`config.mk`:
```
export PLATFORM = sky130hd
export DESIGN_NAME = hs_rx_fifo_flat
export DESIGN_NICKNAME = d
export VERILOG_FILES = /design/src/rtl/hs_rx_fifo_if.sv /design/src/rtl/hs_rx_fifo.sv /design/src/flat_wrapper.sv
export SDC_FILE = /design/constraint.sdc
export NUM_CORES = 1
export LEC_CHECK = 0
export CORE_MARGIN = 2
export CORE_UTILIZATION = 40
export CTS_CLUSTER_DIAMETER = 60
export CTS_CLUSTER_SIZE = 20
export DETAILED_ROUTE_END_ITERATION = 10
export PLACE_DENSITY_LB_ADDON = 0.1
export REMOVE_ABC_BUFFERS = 1
export SETUP_SLACK_MARGIN = 0.5
export SLEW_MARGIN = 0
export SYNTH_ARGS = -nofsm -noshare
export SYNTH_HDL_FRONTEND = slang
export SYNTH_SLANG_ARGS = --single-unit
```
`constraint.sdc`:
```
create_clock -name clk -period 2.3 [get_ports clk]
set_input_delay 0.46 -clock clk [delete_from_list [all_inputs] [get_ports clk]]
set_output_delay 0.46 -clock clk [all_outputs]
set_load 0.1 [all_outputs]
```
`src/rtl/hs_rx_fifo_if.sv`:
```
// hs_rx_fifo_if: master-to-endpoint word handshake.
//   valid    master -> slave  word held on data
//   data     master -> slave  DW-bit write word
//   ready    slave  -> master endpoint can take a word this cycle
//   response slave  -> master one-cycle acknowledge of an accepted word
interface hs_rx_fifo_if #(parameter int DW = 32);
  logic          valid;
  logic [DW-1:0] data;
  logic          ready;
  logic          response;

  modport master (output valid, data, input  ready, response);
  modport slave  (input  valid, data, output ready, response);
endinterface

```
`src/rtl/hs_rx_fifo.sv`:
```
// hs_rx_fifo: slave-side receive endpoint with a first-word-fall-through FIFO.
// Each accepted word is acknowledged with a one-cycle response pulse and
// queued; the consumer drains the head through out_valid/out_ready.
// Ports:
//   clk, reset        clock; synchronous active-low reset
//   bus (slave)       valid/data in, ready/response out (both registered)
//   out_valid/out_data/out_ready  FWFT consumer side
//   count             occupancy 0..DEPTH
// Optional feature macro HS_PARITY_EN: adds data_par (even parity over data)
// and sticky par_err; a bad-parity word is still acknowledged but dropped.
module hs_rx_fifo #(
  parameter int DW = 32,
  parameter int AW = 2
) (
  input  logic          clk,
  input  logic          reset,
  hs_rx_fifo_if.slave   bus,
  output logic          out_valid,
  output logic [DW-1:0] out_data,
  input  logic          out_ready,
  output logic [AW:0]   count
`ifdef HS_PARITY_EN
  ,
  input  logic          data_par,
  output logic          par_err
`endif
);
  localparam int DEPTH = 1 << AW;
  localparam logic [AW:0]   FULL = (AW+1)'(DEPTH);
  localparam logic [AW:0]   C1   = (AW+1)'(1);
  localparam logic [AW-1:0] P1   = AW'(1);

  typedef enum logic [1:0] {IDLE, ACK, DROP} state_t;

  state_t        state, state_n;
  logic [DW-1:0] mem [DEPTH];
  logic [AW-1:0] wr_ptr, rd_ptr;
  logic [AW:0]   cnt_n;
  logic          ready_q, resp_q, ready_n, resp_n;
  logic          accept, word_ok, push, pop;

  assign bus.ready    = ready_q;
  assign bus.response = resp_q;
  assign accept       = bus.valid & ready_q;

`ifdef HS_PARITY_EN
  // Even parity: the word plus its parity bit carries an even number of ones.
  assign word_ok = ~(^{bus.data, data_par});
`else
  assign word_ok = 1'b1;
`endif

  assign push      = accept & word_ok;
  assign out_valid = (count != '0);
  assign pop       = out_valid & out_ready;
  assign out_data  = mem[rd_ptr];

  always_comb begin
    cnt_n = count;
    case ({push, pop})
      2'b10:   cnt_n = count + C1;
      2'b01:   cnt_n = count - C1;
      default: cnt_n = count;
    endcase
  end

  // ready/response are registered decodes of the next state, so ready drops
  // on the very edge that accepts a word or fills the FIFO.
  always_comb begin
    state_n = state;
    unique case (state)
      IDLE:    if (accept) state_n = ACK;
      ACK:     state_n = bus.valid ? DROP : IDLE;
      DROP:    if (!bus.valid) state_n = IDLE;
      default: state_n = IDLE;
    endcase
    ready_n = (state_n == IDLE) && (cnt_n != FULL);
    resp_n  = (state_n == ACK);
  end

  always_ff @(posedge clk) begin
    if (!reset) begin
      state   <= IDLE;
      ready_q <= 1'b0;
      resp_q  <= 1'b0;
      count   <= '0;
      wr_ptr  <= '0;
      rd_ptr  <= '0;
    end else begin
      state   <= state_n;
      ready_q <= ready_n;
      resp_q  <= resp_n;
      count   <= cnt_n;
      if (push) wr_ptr <= wr_ptr + P1;
      if (pop)  rd_ptr <= rd_ptr + P1;
    end
  end

`ifdef HS_PARITY_EN
  always_ff @(posedge clk) begin
    if (!reset)                  par_err <= 1'b0;
    else if (accept && !word_ok) par_err <= 1'b1;
  end
`endif

  // Storage is deliberately not cleared on reset.
  always_ff @(posedge clk) begin
    if (reset && push) mem[wr_ptr] <= bus.data;
  end
endmodule

```
`src/flat_wrapper.sv`:
```
// flat-port wrapper written by rule: the top's interface ports become plain ports
module hs_rx_fifo_flat 
#(
  parameter int DW = 32,
  parameter int AW = 2
)
  (clk, reset, out_valid, out_data, out_ready, count, bus_valid, bus_data, bus_ready, bus_response);
  hs_rx_fifo_if #(.DW(DW)) bus_i ();
  input  logic clk;
  input  logic reset;
  output logic out_valid;
  output logic [DW-1:0] out_data;
  input  logic out_ready;
  output logic [AW:0] count;
  input wire logic [$bits(bus_i.valid)-1:0] bus_valid;
  input wire logic [$bits(bus_i.data)-1:0] bus_data;
  output wire logic [$bits(bus_i.ready)-1:0] bus_ready;
  output wire logic [$bits(bus_i.response)-1:0] bus_response;
  assign bus_i.valid = bus_valid;
  assign bus_i.data = bus_data;
  assign bus_ready = bus_i.ready;
  assign bus_response = bus_i.response;
  hs_rx_fifo #(.DW(DW), .AW(AW)) u_core (.clk(clk), .reset(reset), .bus(bus_i), .out_valid(out_valid), .out_data(out_data), .out_ready(out_ready), .count(count));
endmodule
```
* Word level (Yosys, flattened, before mapping) *
Memories as Yosys holds them, arrays and structs flattened. A register that Yosys moved wholly into a read port is not among the register bits.
Cells that the tools add are included.

storage, ports and cells
  output and inout port bits = 38
  bits of input ports = 36
  memories = 1
  memory bits (writable) = 128
  register bits after elaboration = 11
  word-level logic and storage cells = 33

cells by class
  reduce and logical (&&, ||, !) cells = 5
  mux-type cells = 9
  equal/unequal tests = 6
  add/subtract/negate cells = 4
  bitwise logic cells = 2

memory list
  memory      words  bits a word  rd ports  clocked after memory_dff  write ports  line              text
  u_core.mem  4      32           1         1                         1            hs_rx_fifo.sv:36  logic [DW-1:0] mem [DEPTH];

operators by type and width
  cell                                                                number
  2-bit two-way mux                                                   5
  2-bit by 1-bit == test with 1-bit output, second input constant     3
  2-bit one-hot mux with 3 select lines                               1
  3-bit one-hot mux with 2 select lines                               1
  2-bit by 1-bit adder with 2-bit output, second input constant       2
  2-bit == test, second input constant                                2
  2-bit zero test                                                     2
  3-bit by 1-bit adder with 3-bit output, second input constant       1
  3-bit != test, second input constant                                1
  3-bit nonzero test                                                  1
  3-bit by 1-bit subtractor with 3-bit output, second input constant  1
  1-bit AND                                                           2
  1-bit logical AND                                                   2
  1-bit two-way mux                                                   2

* Longest topological paths before layout *
Gate-level depths: netlist of run 1.

  depth in word-level cells = 6
  gate-level depth with buffers = 7
  gate-level depth less buffers = 7

* Least setup slack after synthesis of run 1 *
Ideal clock, no wire load.

  path kind = flip-flop to flip-flop
  from = register u_core.count[2]
  to = register u_core.ready_q (netlist: u_core.bus.ready)
  arrival = 2.611 ns
  path slack = -0.433 ns
  clock period less this slack = 2.733 ns
  library setup time = 0.122 ns
  data required time = 2.178 ns
  cell stages (with the launch flop) = 8
  buffers on the path = 0
  path through = dfxtp_1 > o31a_1 > ha_1 > inv_1 > fa_1 > xor2_2 > mux2i_1 > o311a_1

on the way
  cells in the longest elaborated chain, start to end = 6
  elaborated cells between the ends (all ways) = 9
  classes of those cells = add/sub (2); eq/ne (3); mux (1); bitwise (1); reduce/logical (2)

ends and longest elaborated chain
  item                                                                              line              text
  from (decl)                                                                       hs_rx_fifo.sv:21  output logic [AW:0] count
  from (signal assigned)                                                            hs_rx_fifo.sv:93  count <= cnt_n;
  3-bit nonzero test                                                                hs_rx_fifo.sv:54  assign out_valid = (count != '0);
  1-bit AND                                                                         hs_rx_fifo.sv:55  assign pop = out_valid & out_ready;
  2-bit by 1-bit == test with 1-bit output / 2-bit == test (equally long branches)  hs_rx_fifo.sv:60  case ({push, pop})
  3-bit one-hot mux with 2 select lines (*)                                         hs_rx_fifo.sv:60
  3-bit != test (*)                                                                 hs_rx_fifo.sv:77  ready_n = (state_n == IDLE) && (cnt_n != FULL);
  1-bit logical AND (*)                                                             hs_rx_fifo.sv:77
  to (signal assigned)                                                              hs_rx_fifo.sv:91  ready_q <= ready_n;
  to (decl)                                                                         hs_rx_fifo.sv:39  logic ready_q, resp_q, ready_n, resp_n;

Every way passes the cells marked *; elsewhere a longest branch is shown, timed or not.
A chain may end at the register's enable or synchronous reset.

==> flow_metrics.tcl, run 1 <==
set metrics [dict create \
    status "completed" \
    grt_first_pass_wirelength_um 14800 \
    ys_seq_elements 141 \
    period_share 0.977 \
    num_rows 41 \
    critical-path-max-stage-delay_ns 0.56 \
    numClockSinks 141 \
    rrSetupSlack_ns 0.47 \
    skew_ns 0.00647 \
    p_sw_frac 0.362 \
    core-area_sq_um 12700 \
    ys_types 29 \
    initial_core_util 0.415 \
    synth-main-ff-cell "edfxtp_1" \
    finalSetupViolCount 0 \
    critPathArrivalTime_ns 1.79 \
    power.switching_mw 3.44 \
    cts_tree "yes" \
    netlist_top_cells_count "edfxtp_1, mux4_2, dfxtp_1, and2_1, inv_1" \
    area_delta_synth_final_pct 41.3 \
    fin_cells 536 \
    grt_pass1_vias 2699 \
    utilization 0.586 \
    worstSetupPathType "flip-flop to output pin" \
    io_buffers 73 \
    grt_overflow 0 \
    grt_usage 0.143 \
    ff2ff_path_depth 6 \
    num_vias 2590 \
    routed_wl_um 9410 \
    synthCells 234 \
    cts_hold_buf 0 \
    finalHoldViolations 0 \
    wire_per_inst_um 17.6 \
    slew_headroom 0.787 \
    rsz0062_at_grt "yes" \
    globalplace.congestion 0.681 \
    worst_slew_pin_slew_ns 0.315 \
    path_clk_slew_ns 0.06 \
    r2r-start "u_core.count[2]" \
    crit_chain "buf_12 -> buf_12 -> mux4_2 -> buf_12" \
    clockPowerShare 0.251 \
    via_per_inst 4.83 \
    drtIter0Drc 154 \
    dpl_cell_area_sq_um 6710 \
    p_int_mw 6.06 \
    max_freq_ghz 0.445 \
    ys_warn_count 0 \
    hold_path.startpoint "bus_valid" \
    die_w_um 119 \
    antenna_found_initial 0 \
    synth_area_sq_um 5270 \
    grt_max_degree 21 \
    ys_top_cells_by_area "edfxtp_1, mux4_2, dfxtp_1" \
    cap_violations 0 \
    synth-async-reset-ratio 0 \
    drive_above_1_share 0.382 \
    min_path_type "input pin to flip-flop" \
    period_minus_slack_ns 2.25 \
    leakagePower_nw 2.55 \
    synth.most_common_cell "edfxtp_1" \
    whs_endpoint "u_core.state[1]" \
    maxSlewViolCount 0 \
    r2r_end "u_core.bus.ready" \
    ys_seq_area_frac 0.778 \
    whs_path_depth 3 \
    diodes 0 \
    place_hpwl_um 5690 \
    crit_required_ns 1.84 \
    drc 0 \
    htreeDepth 4 \
    synth_edf_count 128 \
    tns_ns 0 \
    critPathMostFrequentCell "buf_12" \
    power_density_nw_per_um2 1280 \
    crit_path_start_kind "flip-flop" \
    end_kind "output pin" \
    power_frac_seq 0.314 \
    avgSynthCellArea_sq_um 22.5 \
    final_cell_area_sq_um 7450 \
    cts_buffers 17 \
    hold_ws_ns 0.457 \
    yosys.area.top_type "edfxtp_1" \
    die-area_sq_um 14100 \
    vdd_drop_max_mv 0.552 \
    antenna_left 0 \
    cts_root_buf "clkbuf_16" \
    critical_path_peak_fanout 6 \
    num_io_pins 74 \
    dp_cells 490 \
    synth_top_area_frac 0.729 \
    nets 393 \
    comb_power_share 0.435 \
    die-height_um 119 \
    clockBufferDepth 2 \
    insertion_delay_ns 0.41 \
    crit_path_top_delay_cell "mux4_2" \
    dr.pass1.iters 4 \
]
[worst max path at each step]
stage | slack, ns | depth (start not counted) | end | startpoint
6_report | 0.05 | 4 | out_data[26] | flip-flop
5_1_grt | -0.01 | 4 | out_data[30] | flip-flop
4_1_cts | 0.01 | 4 | out_data[4] | flip-flop
3_5_place_dp | -0.22 | 8 | u_core.bus.ready | out_ready
3_3_place_gp | -0.19 | 8 | u_core.bus.ready | out_ready
2_1_floorplan | -0.54 | 1 | out_data[0] | flip-flop
[layout make-up]
type / count / area, sq um
timing repair buffer: 106 / 1470
fill: 981 / 5270
clock inverter: 10 / 73.8
sequential: 141 / 4120
tap: 172 / 215
clock buffer: 22 / 444
inverter: 7 / 26.3
multi-input combinational: 78 / 1110
[cell usage in the layout (no fill, tap or decap), types with 3 or more instances in the layout]
cell,count
inv_1,6
dfxtp_4,3
dfxtp_1,8
clkinv_1,5
xnor2_1,4
edfxtp_1,128
mux4_2,32
clkbuf_1,5
clkdlybuf4s50_1,33
clkbuf_16,17
nor3b_1,3
ha_1,4
and2_1,3
and2_2,4
buf_4,25
nand2_1,3
buf_12,43
[per-stage QoR]
| stage | total power, mW | worst slack (ns) |
|---|---|---|
| 2_1_floorplan | 5.49 | -0.537 |
| 5_1_grt | 9.83 | -0.00977 |
| 6_report | 9.50 | 0.0521 |
| 3_5_place_dp | 6.83 | -0.221 |
| 4_1_cts | 9.58 | 0.0123 |
| 3_3_place_gp | 6.82 | -0.189 |
[power by group through the flow]
stage               clock network, mW  registers [mW]  logic, mW
floorplan                           0            3.32       2.17
global placement                    0            3.04       3.77
detailed placement                  0            3.05       3.78
CTS                              2.45            2.98       4.15
global route                     2.56            2.99       4.28
finish                           2.39            2.98       4.14
[critical path, delay by kind of cell, from the launching register on]
| kind | cells | cell delay (ns) |
|---|---|---|
| muxes | 1 | 0.56 |
| DFF | 1 | 0.38 |
| buffers and inverters | 3 | 0.44 |
[routing by layer]
layer  part of all wire  vias to the layer above  wire length [um]  track usage
met2               0.52                       56              4880        0.233
met1               0.42                     1331              3990        0.174
li1                   -                     1194                 -            -
met5                  0                        -                 0            0
met4              0.015                        0               142       0.0558
met3              0.042                        9               397       0.0536
[cells by family (layout without fill, tap and decap cells)]
logic type               count (synthesis)  in the layout  share of synthesized area
flip-flops                             141            141                      0.778
AND/OR/NAND/NOR                         24             24                     0.0270
AO/OA/AOI/OAI                            9              9                     0.0121
buffers and inverters                   15            145                     0.0171
XOR/XNOR                                 6              6                     0.0114
adder cells (fa/ha/maj)                  6              6                     0.0157
multiplexers                            33             33                      0.139
[flip-flops by register name, summed over array words and instances (netlist names), named ones only]
signal / flops
u_core.bus.ready: 1
u_core.wr_ptr: 2
u_core.state: 2
u_core.count: 3
u_core.bus.response: 1
u_core.mem: 128
u_core.rd_ptr: 2
[what timing repair did]
item,CTS,global route
resized for setup,18,2
cloned,2,0
setup buffers,10,2
endpoints found under the hold margin,0,0
endpoints found under the setup margin,35,35
pin swaps,7,4
Power figures use the tool's default switching activity.
==> inputs of run 2 (changes only) <==
Settings changed: CORE_MARGIN 2 to default, DONT_BUFFER_PORTS from default to 1, PLACE_DENSITY from default to 0.52, PLACE_DENSITY_LB_ADDON 0.1 to default.
==> flow_metrics.tcl, run 2 (synthesized netlist as in run 1, its figures left out) <==
set metrics [dict create \
    mostFrequentLayoutCells "edfxtp_1, buf_12, mux4_2" \
    crit_path_top_delay_cell "mux4_2" \
    layout_commonest_cell "edfxtp_1" \
    crit_family "multiplexers" \
    min_path_type "input pin to flip-flop" \
    period_share 0.963 \
    routed_wl_um 9120 \
    status "completed" \
    dr.pass1.iters 4 \
    num_vias 2408 \
    num_io_pins 74 \
    n_fill_cell 1029 \
    globalplace.congestion 0.697 \
    critPathMostFrequentCell "buf_12" \
    whs_path_depth 0 \
    drc 0 \
    slew_headroom 0.781 \
    multi_input_area_sq_um 1090 \
    hold_path.startpoint "bus_data[31]" \
    largest_reg_flops 128 \
    core-area_sq_um 12700 \
    cts_root_buf "clkbuf_16" \
    critical-path-max-stage-delay_ns 0.57 \
    worst_slew_pin_slew_ns 0.324 \
    die_w_um 117 \
    area_delta_synth_final_pct 31.9 \
    power_density_nw_per_um2 1370 \
    grt_pass1_vias 2544 \
    numClockSinks 141 \
    antenna_left 0 \
    whs_endpoint "u_core.mem[0][31]" \
    drive_above_1_share 0.413 \
    die-height_um 117 \
    maxSlewViolCount 0 \
    top_register "u_core.mem" \
    grt_usage 0.146 \
    nets 341 \
    crit_path_start_kind "flip-flop" \
    path_buf_inv 2 \
    antenna_found_initial 0 \
    r2r_end "u_core.bus.ready" \
    skew_ns 0.0103 \
    leakagePower_nw 2.32 \
    htreeDepth 4 \
    setup_slack_ns 0.0842 \
    cap_violations 0 \
    top_regs "u_core.mem: 128 flops, u_core.count: 3 flops" \
    via_per_inst 4.98 \
    die-area_sq_um 13600 \
    diodes 0 \
    finalHoldViolations 0 \
    insertion_delay_ns 0.42 \
    max_freq_ghz 0.451 \
    cts_buffers 17 \
    grt_max_degree 20 \
    finalSetupViolCount 0 \
    vdd_drop_max_mv 0.663 \
    ff2ff_path_depth 7 \
    crit_required_ns 1.84 \
    path_clk_slew_ns 0.06 \
    clockBufferDepth 2 \
    grt_overflow 0 \
    grt_first_pass_wirelength_um 13600 \
    regArea_sq_um 4110 \
    worstSetupPathType "flip-flop to output pin" \
    io_buffers 0 \
    fin_cells 484 \
    place_ws_ns 0.208 \
    cts_tree "yes" \
    num_rows 41 \
    critPathArrivalTime_ns 1.76 \
    r2r-start "u_core.count[1]" \
    rrSetupSlack_ns 0.46 \
    dp_cells 448 \
    end_kind "output pin" \
    crit_chain "buf_12 -> mux4_2 -> buf_12" \
    period_minus_slack_ns 2.22 \
    place_hpwl_um 5620 \
    initial_core_util 0.415 \
    utilization 0.547 \
    wire_per_inst_um 18.8 \
    drtIter0Drc 113 \
    rsz0062_at_grt "yes" \
    critical_path_peak_fanout 14 \
]
[run 2: cell count changes in the layout (fill, tap and decap cells not counted), sizes merged]
cell	change
clkdlybuf4s50	-33
buf	-18
clkinv	-5
clkinvlp	+5
clkbuf	-3
bufinv	+2
inv	+2
dlygate4sd2	-1
dlymetal6s2s	-1
[run 2: metal layers]
metal / global-route usage / wire, um / vias to the layer above
met4: 0.0734 / 187 / 0
met2: 0.231 / 4580 / 65
li1: - / - / 1090
met1: 0.170 / 3700 / 1237
met5: 0 / 0 / -
met3: 0.0639 / 640 / 16
[run 2: through the flow]
step	total power [mW]	TNS, ns	cell area, sq um	hold slack [ns]
2_1_floorplan	5.49	-46.59	5210	0.472
6_report	9.53	0	6960	0.134
5_1_grt	9.84	0	6960	0.114
3_5_place_dp	6.71	0	6230	0.503
3_3_place_gp	6.70	0	6230	0.484
4_1_cts	9.55	0	6900	0.117
[run 2: timing repair]
item	in CTS	in global routing
pin swaps	3	1
endpoints found under the setup margin	54	134
hold buffers	0	0
buffers inserted	2	1
resized for setup	18	5
cloned	0	1
[run 2: worst max-delay path by stage]
stage / endpoint / slack (ns) / cells past startpoint
after floorplan: out_data[0] / -0.54 / 1
after CTS: out_data[19] / 0.04 / 3
final: out_data[19] / 0.08 / 3
after global routing: out_data[19] / 0.009 / 3
after detailed placement: u_core.bus.ready / 0.21 / 7
after global placement: u_core.bus.ready / 0.25 / 7
[run 2: layout make-up]
type / count / share of cell area
tap: 172 / 0.0309
sequential: 141 / 0.591
clock inverter: 14 / 0.0243
clock buffer: 18 / 0.0617
inverter: 7 / 0.00378
multi-input combinational: 78 / 0.157
timing repair buffer: 54 / 0.131
[run 2: report_power, final]
part	internal [mW]	switching (mW)
logic	1.46	2.37
registers	2.91	0.0689
clock network	1.70	1.02
[run 2: worst register-to-register path: stages, from the launching register on]
cell and delay [ns]:
dfxtp_2 0.33, o31a_1 0.32, ha_2 0.18, inv_1 0.07, fa_2 0.21, xor2_2 0.20, mux2i_1 0.10, o311a_1 0.32
